<file path="src/rtl/dm_port_arbiter_if.sv">
// Bus bundle between the two pipeline memory stages, the external loader port
// and the data SRAM macro, as seen by dm_port_arbiter.
interface dm_port_arbiter_if #(
  parameter int AW = 9,
  parameter int DW = 16
);
  logic          p0_req;
  logic          p0_we;
  logic [AW-1:0] p0_addr;
  logic [DW-1:0] p0_wdata;
  logic [DW-1:0] p0_rdata;

  logic          p1_req;
  logic          p1_we;
  logic [AW-1:0] p1_addr;
  logic [DW-1:0] p1_wdata;
  logic [DW-1:0] p1_rdata;

  logic          ext_req;
  logic          ext_we;
  logic [AW-1:0] ext_addr;
  logic [DW-1:0] ext_wdata;
  logic          ext_ack;
  logic          ext_rvalid;
  logic [DW-1:0] ext_rdata;

  logic [AW-1:0] mem_addr;
  logic [DW-1:0] mem_wdata;
  logic          mem_we;
  logic [DW-1:0] mem_rdata;

  logic          stall;

  // Arbiter side
  modport slave (
    input  p0_req, p0_we, p0_addr, p0_wdata,
    output p0_rdata,
    input  p1_req, p1_we, p1_addr, p1_wdata,
    output p1_rdata,
    input  ext_req, ext_we, ext_addr, ext_wdata,
    output ext_ack, ext_rvalid, ext_rdata,
    output mem_addr, mem_wdata, mem_we,
    input  mem_rdata,
    output stall
  );

  // Requester / memory-macro side
  modport master (
    output p0_req, p0_we, p0_addr, p0_wdata,
    input  p0_rdata,
    output p1_req, p1_we, p1_addr, p1_wdata,
    input  p1_rdata,
    output ext_req, ext_we, ext_addr, ext_wdata,
    input  ext_ack, ext_rvalid, ext_rdata,
    input  mem_addr, mem_wdata, mem_we,
    output mem_rdata,
    input  stall
  );
endinterface

</file>
<file path="src/rtl/dm_port_arbiter.sv">
// Single-port data SRAM arbiter: p0 and p1 serialized in program order (p0 first),
// external loader port served when idle or when it has starved STARVE_MAX cycles.
module dm_port_arbiter #(
  parameter int AW         = 9,
  parameter int DW         = 16,
  parameter int STARVE_MAX = 4
) (
  input  logic            clk,
  input  logic            rst,
  dm_port_arbiter_if.slave bus
);

  localparam int SW = $clog2(STARVE_MAX + 1);

  typedef enum logic {IDLE, HOLD_P1} state_t;
  typedef enum logic [1:0] {SRC_NONE, SRC_P0, SRC_P1, SRC_EXT} src_t;

  state_t        state, state_nx;
  logic [SW-1:0] starve, starve_nx;
  logic          starve_full;

  logic          hold_we;
  logic [AW-1:0] hold_addr;
  logic [DW-1:0] hold_wdata;
  logic          hold_load;

  src_t          grant;
  logic          use_hold;
  logic          stall_c;
  logic          acc_we;
  logic [AW-1:0] acc_addr;
  logic [DW-1:0] acc_wdata;

  src_t          rd_src;
  logic [DW-1:0] p0_rdata_q, p1_rdata_q, ext_rdata_q;
  logic          ext_rvalid_q;

  assign starve_full = (starve == SW'(STARVE_MAX));

  always_comb begin
    state_nx  = state;
    starve_nx = starve;
    grant     = SRC_NONE;
    use_hold  = 1'b0;
    hold_load = 1'b0;
    stall_c   = 1'b0;
    case (state)
      // The pipelines are frozen, so live p0/p1 requests repeat the deferred ones.
      HOLD_P1: begin
        grant    = SRC_P1;
        use_hold = 1'b1;
        state_nx = IDLE;
      end
      default: begin
        if (bus.ext_req && starve_full) begin
          grant   = SRC_EXT;
          stall_c = bus.p0_req | bus.p1_req;
        end else if (bus.p0_req && bus.p1_req) begin
          grant     = SRC_P0;
          hold_load = 1'b1;
          stall_c   = 1'b1;
          state_nx  = HOLD_P1;
        end else if (bus.p0_req) begin
          grant = SRC_P0;
        end else if (bus.p1_req) begin
          grant = SRC_P1;
        end else if (bus.ext_req) begin
          grant = SRC_EXT;
        end
      end
    endcase
    if (grant == SRC_EXT) begin
      starve_nx = '0;
    end else if (bus.ext_req && !starve_full) begin
      starve_nx = starve + SW'(1);
    end
  end

  always_comb begin
    acc_we    = 1'b0;
    acc_addr  = '0;
    acc_wdata = '0;
    case (grant)
      SRC_P0: begin
        acc_we    = bus.p0_we;
        acc_addr  = bus.p0_addr;
        acc_wdata = bus.p0_wdata;
      end
      SRC_P1: begin
        acc_we    = use_hold ? hold_we    : bus.p1_we;
        acc_addr  = use_hold ? hold_addr  : bus.p1_addr;
        acc_wdata = use_hold ? hold_wdata : bus.p1_wdata;
      end
      SRC_EXT: begin
        acc_we    = bus.ext_we;
        acc_addr  = bus.ext_addr;
        acc_wdata = bus.ext_wdata;
      end
      default: ;
    endcase
  end

  // Combinational outputs are forced quiet while reset is held, so a held p1 write dies.
  assign bus.mem_we    = rst & acc_we;
  assign bus.mem_addr  = rst ? acc_addr  : '0;
  assign bus.mem_wdata = rst ? acc_wdata : '0;
  assign bus.ext_ack   = rst & (grant == SRC_EXT);
  assign bus.stall     = rst & stall_c;

  always_ff @(posedge clk or negedge rst) begin
    if (!rst) begin
      state      <= IDLE;
      starve     <= '0;
      hold_we    <= 1'b0;
      hold_addr  <= '0;
      hold_wdata <= '0;
      rd_src     <= SRC_NONE;
    end else begin
      state  <= state_nx;
      starve <= starve_nx;
      if (hold_load) begin
        hold_we    <= bus.p1_we;
        hold_addr  <= bus.p1_addr;
        hold_wdata <= bus.p1_wdata;
      end
      rd_src <= (grant != SRC_NONE && !acc_we) ? grant : SRC_NONE;
    end
  end

  // Read data is valid the cycle after the address; ext_rvalid rises with ext_rdata.
  always_ff @(posedge clk or negedge rst) begin
    if (!rst) begin
      p0_rdata_q   <= '0;
      p1_rdata_q   <= '0;
      ext_rdata_q  <= '0;
      ext_rvalid_q <= 1'b0;
    end else begin
      ext_rvalid_q <= (rd_src == SRC_EXT);
      case (rd_src)
        SRC_P0:  p0_rdata_q  <= bus.mem_rdata;
        SRC_P1:  p1_rdata_q  <= bus.mem_rdata;
        SRC_EXT: ext_rdata_q <= bus.mem_rdata;
        default: ;
      endcase
    end
  end

  assign bus.p0_rdata   = p0_rdata_q;
  assign bus.p1_rdata   = p1_rdata_q;
  assign bus.ext_rdata  = ext_rdata_q;
  assign bus.ext_rvalid = ext_rvalid_q;

  a_no_ext_in_hold: assert property (@(posedge clk) disable iff (!rst)
    (state == HOLD_P1) |-> !bus.ext_ack);
  a_starve_bounded: assert property (@(posedge clk) disable iff (!rst)
    starve <= SW'(STARVE_MAX));

endmodule

</file>
<file path="src/flat_wrapper.sv">
// flat-port wrapper written by rule: the top's interface ports become plain ports
module dm_port_arbiter_flat 
#(
  parameter int AW         = 9,
  parameter int DW         = 16,
  parameter int STARVE_MAX = 4
)
  (clk, rst, bus_p0_req, bus_p0_we, bus_p0_addr, bus_p0_wdata, bus_p0_rdata, bus_p1_req, bus_p1_we, bus_p1_addr, bus_p1_wdata, bus_p1_rdata, bus_ext_req, bus_ext_we, bus_ext_addr, bus_ext_wdata, bus_ext_ack, bus_ext_rvalid, bus_ext_rdata, bus_mem_addr, bus_mem_wdata, bus_mem_we, bus_mem_rdata, bus_stall);
  dm_port_arbiter_if #(.AW(AW), .DW(DW)) bus_i ();
  input  logic clk;
  input  logic rst;
  input wire logic [$bits(bus_i.p0_req)-1:0] bus_p0_req;
  input wire logic [$bits(bus_i.p0_we)-1:0] bus_p0_we;
  input wire logic [$bits(bus_i.p0_addr)-1:0] bus_p0_addr;
  input wire logic [$bits(bus_i.p0_wdata)-1:0] bus_p0_wdata;
  output wire logic [$bits(bus_i.p0_rdata)-1:0] bus_p0_rdata;
  input wire logic [$bits(bus_i.p1_req)-1:0] bus_p1_req;
  input wire logic [$bits(bus_i.p1_we)-1:0] bus_p1_we;
  input wire logic [$bits(bus_i.p1_addr)-1:0] bus_p1_addr;
  input wire logic [$bits(bus_i.p1_wdata)-1:0] bus_p1_wdata;
  output wire logic [$bits(bus_i.p1_rdata)-1:0] bus_p1_rdata;
  input wire logic [$bits(bus_i.ext_req)-1:0] bus_ext_req;
  input wire logic [$bits(bus_i.ext_we)-1:0] bus_ext_we;
  input wire logic [$bits(bus_i.ext_addr)-1:0] bus_ext_addr;
  input wire logic [$bits(bus_i.ext_wdata)-1:0] bus_ext_wdata;
  output wire logic [$bits(bus_i.ext_ack)-1:0] bus_ext_ack;
  output wire logic [$bits(bus_i.ext_rvalid)-1:0] bus_ext_rvalid;
  output wire logic [$bits(bus_i.ext_rdata)-1:0] bus_ext_rdata;
  output wire logic [$bits(bus_i.mem_addr)-1:0] bus_mem_addr;
  output wire logic [$bits(bus_i.mem_wdata)-1:0] bus_mem_wdata;
  output wire logic [$bits(bus_i.mem_we)-1:0] bus_mem_we;
  input wire logic [$bits(bus_i.mem_rdata)-1:0] bus_mem_rdata;
  output wire logic [$bits(bus_i.stall)-1:0] bus_stall;
  assign bus_i.p0_req = bus_p0_req;
  assign bus_i.p0_we = bus_p0_we;
  assign bus_i.p0_addr = bus_p0_addr;
  assign bus_i.p0_wdata = bus_p0_wdata;
  assign bus_p0_rdata = bus_i.p0_rdata;
  assign bus_i.p1_req = bus_p1_req;
  assign bus_i.p1_we = bus_p1_we;
  assign bus_i.p1_addr = bus_p1_addr;
  assign bus_i.p1_wdata = bus_p1_wdata;
  assign bus_p1_rdata = bus_i.p1_rdata;
  assign bus_i.ext_req = bus_ext_req;
  assign bus_i.ext_we = bus_ext_we;
  assign bus_i.ext_addr = bus_ext_addr;
  assign bus_i.ext_wdata = bus_ext_wdata;
  assign bus_ext_ack = bus_i.ext_ack;
  assign bus_ext_rvalid = bus_i.ext_rvalid;
  assign bus_ext_rdata = bus_i.ext_rdata;
  assign bus_mem_addr = bus_i.mem_addr;
  assign bus_mem_wdata = bus_i.mem_wdata;
  assign bus_mem_we = bus_i.mem_we;
  assign bus_i.mem_rdata = bus_mem_rdata;
  assign bus_stall = bus_i.stall;
  dm_port_arbiter #(.AW(AW), .DW(DW), .STARVE_MAX(STARVE_MAX)) u_core (.clk(clk), .rst(rst), .bus(bus_i));
endmodule
</file>
<file path="config.mk">
export PLATFORM = sky130hd
export DESIGN_NAME = dm_port_arbiter_flat
export DESIGN_NICKNAME = d
export VERILOG_FILES = /design/src/rtl/dm_port_arbiter_if.sv /design/src/rtl/dm_port_arbiter.sv /design/src/flat_wrapper.sv
export SDC_FILE = /design/constraint.sdc
export NUM_CORES = 1
export LEC_CHECK = 0
export CAP_MARGIN = 25
export CORE_MARGIN = 2
export CORE_UTILIZATION = 40
export DETAILED_ROUTE_END_ITERATION = 12
export HOLD_SLACK_MARGIN = 0.05
export PLACE_DENSITY = 0.78
export SLEW_MARGIN = 10
export SYNTH_ARGS = -nofsm -noshare
export SYNTH_HDL_FRONTEND = slang
export SYNTH_SLANG_ARGS = --single-unit
</file>
<file path="constraint.sdc">
create_clock -name clk -period 2.01 [get_ports clk]
set_clock_uncertainty 0.2 [all_clocks]
set_input_delay 0.201 -clock clk [delete_from_list [all_inputs] [get_ports clk]]
set_output_delay 0.201 -clock clk [all_outputs]
set_load 0.005 [all_outputs]
</file>
# Word-level counts from Yosys, hierarchy flattened
# Cells that the tools add are included.
[classes]
add_sub_neg = 1
eq_ne = 7
n_mux = 23
bitwise_logic = 4
reduce_logical = 8
[op_table]
columns = ["operator", "count"]
rows = [
  ["16-bit case mux with 3 select lines", 1],
  ["16-bit 2-to-1 mux", 2],
  ["9-bit case mux with 3 select lines", 1],
  ["9-bit 2-to-1 mux", 2],
  ["2-bit 2-to-1 mux", 7],
  ["2-bit equality test (second input constant)", 4],
  ["1-bit 2-to-1 mux", 7],
  ["3-bit 2-to-1 mux", 2],
  ["2-bit by 1-bit equality test with 1-bit output (second input constant)", 2],
  ["1-bit logical AND", 4],
  ["2-bit nonzero test", 2],
  ["3-bit by 1-bit adder with 3-bit output (second input constant)", 1],
  ["1-bit bitwise AND", 3],
  ["3-bit equality test (second input constant)", 1],
  ["1-bit case mux with 3 select lines", 1],
  ["1-bit zero test", 2],
  ["1-bit OR", 1],
]
[totals]
ff_bits = 81
in_bits = 99
elab_cells = 53

# Depth between registers and ports, before layout
[depth]
ltp_word = 11
mapped_depth = 7
mapped_depth_nobuf = 5

# Worst setup path before layout
# No wires, ideal clock.
[synth_path]
path_kind = "reg-to-reg"
from = "register u_core.starve[0]"
to = "register u_core.hold_addr[0]"
setup_ps = 127
arrival_ps = 1613
required_ps = 1683
setup_slack_ps = 69
path_stages_with_launch = 8
n_path_buf = 2
synth_period_minus_slack_ps = 1941
cell_sequence = "dfrtp_1 inv_1 ha_1 and3_4 nor3b_2 buf_6 buf_8 mux2_1"
[synth_via]
elab_chain_len = 4
[synth_rtl]
columns = ["item", "line_no", "text"]
rows = [
  ["from (decl)", "dm_port_arbiter.sv:19", "logic [SW-1:0] starve, starve_nx;"],
  ["from (signal assigned)", "dm_port_arbiter.sv:120", "starve <= starve_nx;"],
  ["3-bit equality test", "dm_port_arbiter.sv:38", "assign starve_full = (starve == SW'(STARVE_MAX));"],
  ["1-bit logical AND", "dm_port_arbiter.sv:55", "if (bus.ext_req && starve_full) begin"],
  ["1-bit 2-to-1 mux", "dm_port_arbiter.sv:55", ""],
  ["1-bit 2-to-1 mux", "dm_port_arbiter.sv:47", "case (state)"],
  ["via u_core.hold_load", "dm_port_arbiter.sv:25", "logic hold_load;"],
  ["to (signal assigned)", "dm_port_arbiter.sv:123", "hold_addr <= bus.p1_addr;"],
  ["to (decl)", "dm_port_arbiter.sv:23", "logic [AW-1:0] hold_addr;"],
]
# The timed path passes the listed nets, and every way through them passes these cells.
# A chain may end at the register's enable or synchronous reset.

# Worst setup path in the final report
[layout_path]
from = "register u_core.state"
to = "output port bus_mem_wdata[12]"
[layout_via]
elab_chain_len = 4
elab_cells_between_ends = 8
[layout_rtl]
columns = ["item", "line_no", "text"]
rows = [
  ["from (decl)", "dm_port_arbiter.sv:18", "state_t state, state_nx;"],
  ["from (signal assigned)", "dm_port_arbiter.sv:119", "state <= state_nx;"],
  ["2-bit 2-to-1 mux / 1-bit 2-to-1 mux (equally long branches)", "dm_port_arbiter.sv:47", ""],
  ["2-bit equality test, or another cell as far along", "dm_port_arbiter.sv:83", "case (grant)"],
  ["16-bit case mux with 3 select lines *", "dm_port_arbiter.sv:83", ""],
  ["16-bit 2-to-1 mux *", "dm_port_arbiter.sv:106", "assign bus.mem_wdata = rst ? acc_wdata : '0;"],
  ["to (decl)", "flat_wrapper.sv:30", "output wire logic [$bits(bus_i.mem_wdata)-1:0] bus_mem_wdata;"],
]
# Every way passes the cells marked *; elsewhere a longest branch is shown, timed or not.

==> reports/results.ini <==
[setup_path]
critPathMaxFanout = 16
crit_path_end_kind = output pin
start_kind = flop
critical_path_class = reg2out
required_ps = 1610
crit_arrival_ps = 1820

[route]
vias = 4086
drt_pre_antenna_iters = 4
drt_wl_total_mm = 14.53
vias_per_cell = 5.492
wire_per_inst_um = 19.53
drc = 0
first_iter_violations = 166
ant_nets = 0

[synthesis]
synthArstFlopShare_pct = 100.0
syn_inst = 386
synth_top_area_share_pct = 43.89
synth.distinct_cells = 38
ys_ff_latch = 81
synth_area_um2 = 4618
synth_area_per_cell_um2 = 11.96
syn_nets = 487
synthTopCellsByArea = dfrtp_1 (44%), mux2_2 (20%), nand3b_1 (8.5%), o22a_1 (5.1%), nand4_1 (3.5%)
synthFlopType = dfrtp_1
ys_top_cells_by_count = dfrtp_1 (81), mux2_2 (81), nand3b_1 (52)
ys_warn_count = 0
yosysSeqAreaShare_pct = 43.89
yosysTopAreaCell = dfrtp_1
synth_edf_count = 0

[sta]
finalSetupViolCount = 54
final_max_slew_viol_count = 0
max_freq_mhz = 449.5
setup_slack_ps = -214.6
slew-limit-headroom_pct = 48.38
tightest_slew_ps = 774.3
fin_crit_sh_pct = 110.7
fin_crit_ps = 2225
final-hold-violation-count = 0
setup_tns_ps = -6649
grt_setup_unrepaired = true

[cells_and_area]
drive_gt1_share_pct = 39.43
diodes = 0
area_delta_synth_final_pct = 61.56
final_util_pct = 65.90
final_nets = 697
instances_no_fill = 744

[clock_tree]
cts_tree = done
clkSinkCount = 81
cts-root-buf = clkbuf_16
cts.reportedPaths.clkPinSlew_ps = 70
clockBufferDepth = 2
numCtsBuffers = 9
cts_max_level = 3
clk_latency_ps = 340

[grt]
grt_util_met2_pct = 39.80
grt.met1_usage_pct = 28.52
use_met3_pct = 4.845
grt_pass1_wl_mm = 22.80
antenna_found_initial = 0
busiest_layer = met2
grt_pass1_vias = 4359
grt_max_degree = 62
grt_usage_pct = 23.15
overflow = 0

[place]
dp_cells = 702
dp_hpwl_mm = 9.852
portBuffers = 175
finalWeightedCongestion = 0.8507

[status]
status = complete, but fails checks
violations = setup timing

[die]
ios = 176
rows = 39
die_h_um = 111.5
initial_utilization_pct = 40.79
dieArea_um2 = 12420
placeableCoreArea_um2 = 11320
dieWidth_um = 111.5

[power]
leakagePower_nw = 3.086
p_per_area_nw_per_um2 = 1068
peakVddDrop_mv = 0.7254

[flow_run]
maxCapViolations = 0

[worst_hold_path]
worstHoldPathType = in2async

[metal layers]
layer	up-vias	wire length (um)	part of all wire (%)
met1	2001	6104	42
met2	187	6992	48
met5	-	0	0
li1	1870	-	-
met4	0	361	2.5
met3	28	1076	7.4
[stage by stage]
step                      hold WS [ps]  setup slack (ps)  area (um^2)  power, mW
after detailed placement         54.41            -516.9         6751      5.985
after CTS                        256.6            -217.9         7447      8.002
after global placement           43.57            -468.0         6751      5.827
after global routing             277.8            -263.9         7461      8.372
after floorplan                 -294.6             69.36         4618      4.062
final                            259.1            -214.6         7461      7.965
[worst max-delay path: stages (launching register included)]
cell and delay (ps):
dfrtp_2 430, buf_4 160, buf_12 150, or2_4 260, buf_12 160, nand4_1 120
a21oi_2 70, buf_2 120
[path summary, 6_finish.rpt]
check / to / start / cells after the start / slack, ps
worst min register to register: u_core.bus.p0_rdata[10] / u_core.bus.p0_rdata[10] / 1 / 300
worst max-delay path: bus_mem_wdata[12] / u_core.state / 7 / -210
max in group asynchronous: u_core.bus.ext_rvalid / rst / 4 / 270
worst max register to register: u_core.hold_addr[1] / u_core.starve[1] / 8 / -90
worst min-delay path: u_core.hold_addr[7] / rst / 3 / 260
min in group clk: u_core.hold_addr[3] / bus_p1_addr[3] / 2 / 300
[cells by family (layout without fill, tap and decap cells)]
kind of cell	after synthesis	in the layout	synth area share, %
buf+inv	46	261	5.527
xor+xnor	1	1	0.1897
compound gates	60	60	9.672
simple gates	94	94	14.55
mux	101	101	25.41
flops	81	81	43.89
fa+ha+maj	3	3	0.7585
[registers in the layout, summed over array words and instances (netlist names)]
name                   flops
u_core.hold_we             1
u_core.hold_addr           9
u_core.bus.ext_rdata      16
u_core.bus.p1_rdata       16
u_core.bus.p0_rdata       16
u_core.bus.ext_rvalid      1
u_core.hold_wdata         16
u_core.state               1
u_core.starve              3
u_core.rd_src              2
[power by group]
group	switching, mW	leakage (nW)	internal [mW]
clock network	0.675	0.148	1.04
registers	0.384	0.951	2.32
logic	1.20	1.99	2.35
total	2.26	3.09	5.70
[final cells by class]
| class | count | area, um^2 |
|---|---|---|
| fillers | 868 | 3860 |
| repair buffers | 241 | 2426 |
| clock buffers | 11 | 252.7 |
| inverters | 4 | 15.01 |
| multi-input cells | 259 | 2497 |
| clock inverters | 5 | 62.56 |
| well taps | 143 | 178.9 |
| flip-flops and latches | 81 | 2028 |
[what timing repair did]
action	in CTS	in global routing
endpoints found under the hold margin	20	0
pin swaps	43	14
resized for setup	180	4
setup endpoints to repair	54	54
hold buffers	1	0
cloned	7	2
setup buffers	19	1
[placed cells by master (no fill, tap or decap), drive strengths merged, types with 2 or more instances in the layout]
cell,synthesis,final
nor3b,2,2
a21oi,28,28
dfrtp,81,81
clkinvlp,0,2
nand2b,3,3
inv,4,5
ha,2,2
o22a,27,27
nor2,2,2
clkdlybuf4s50,0,143
nand4,26,26
nand3b,52,52
buf,30,92
clkbuf,12,13
dlygate4sd2,0,3
mux2,100,100
Note: power is estimated with default switching activity, not from simulation.
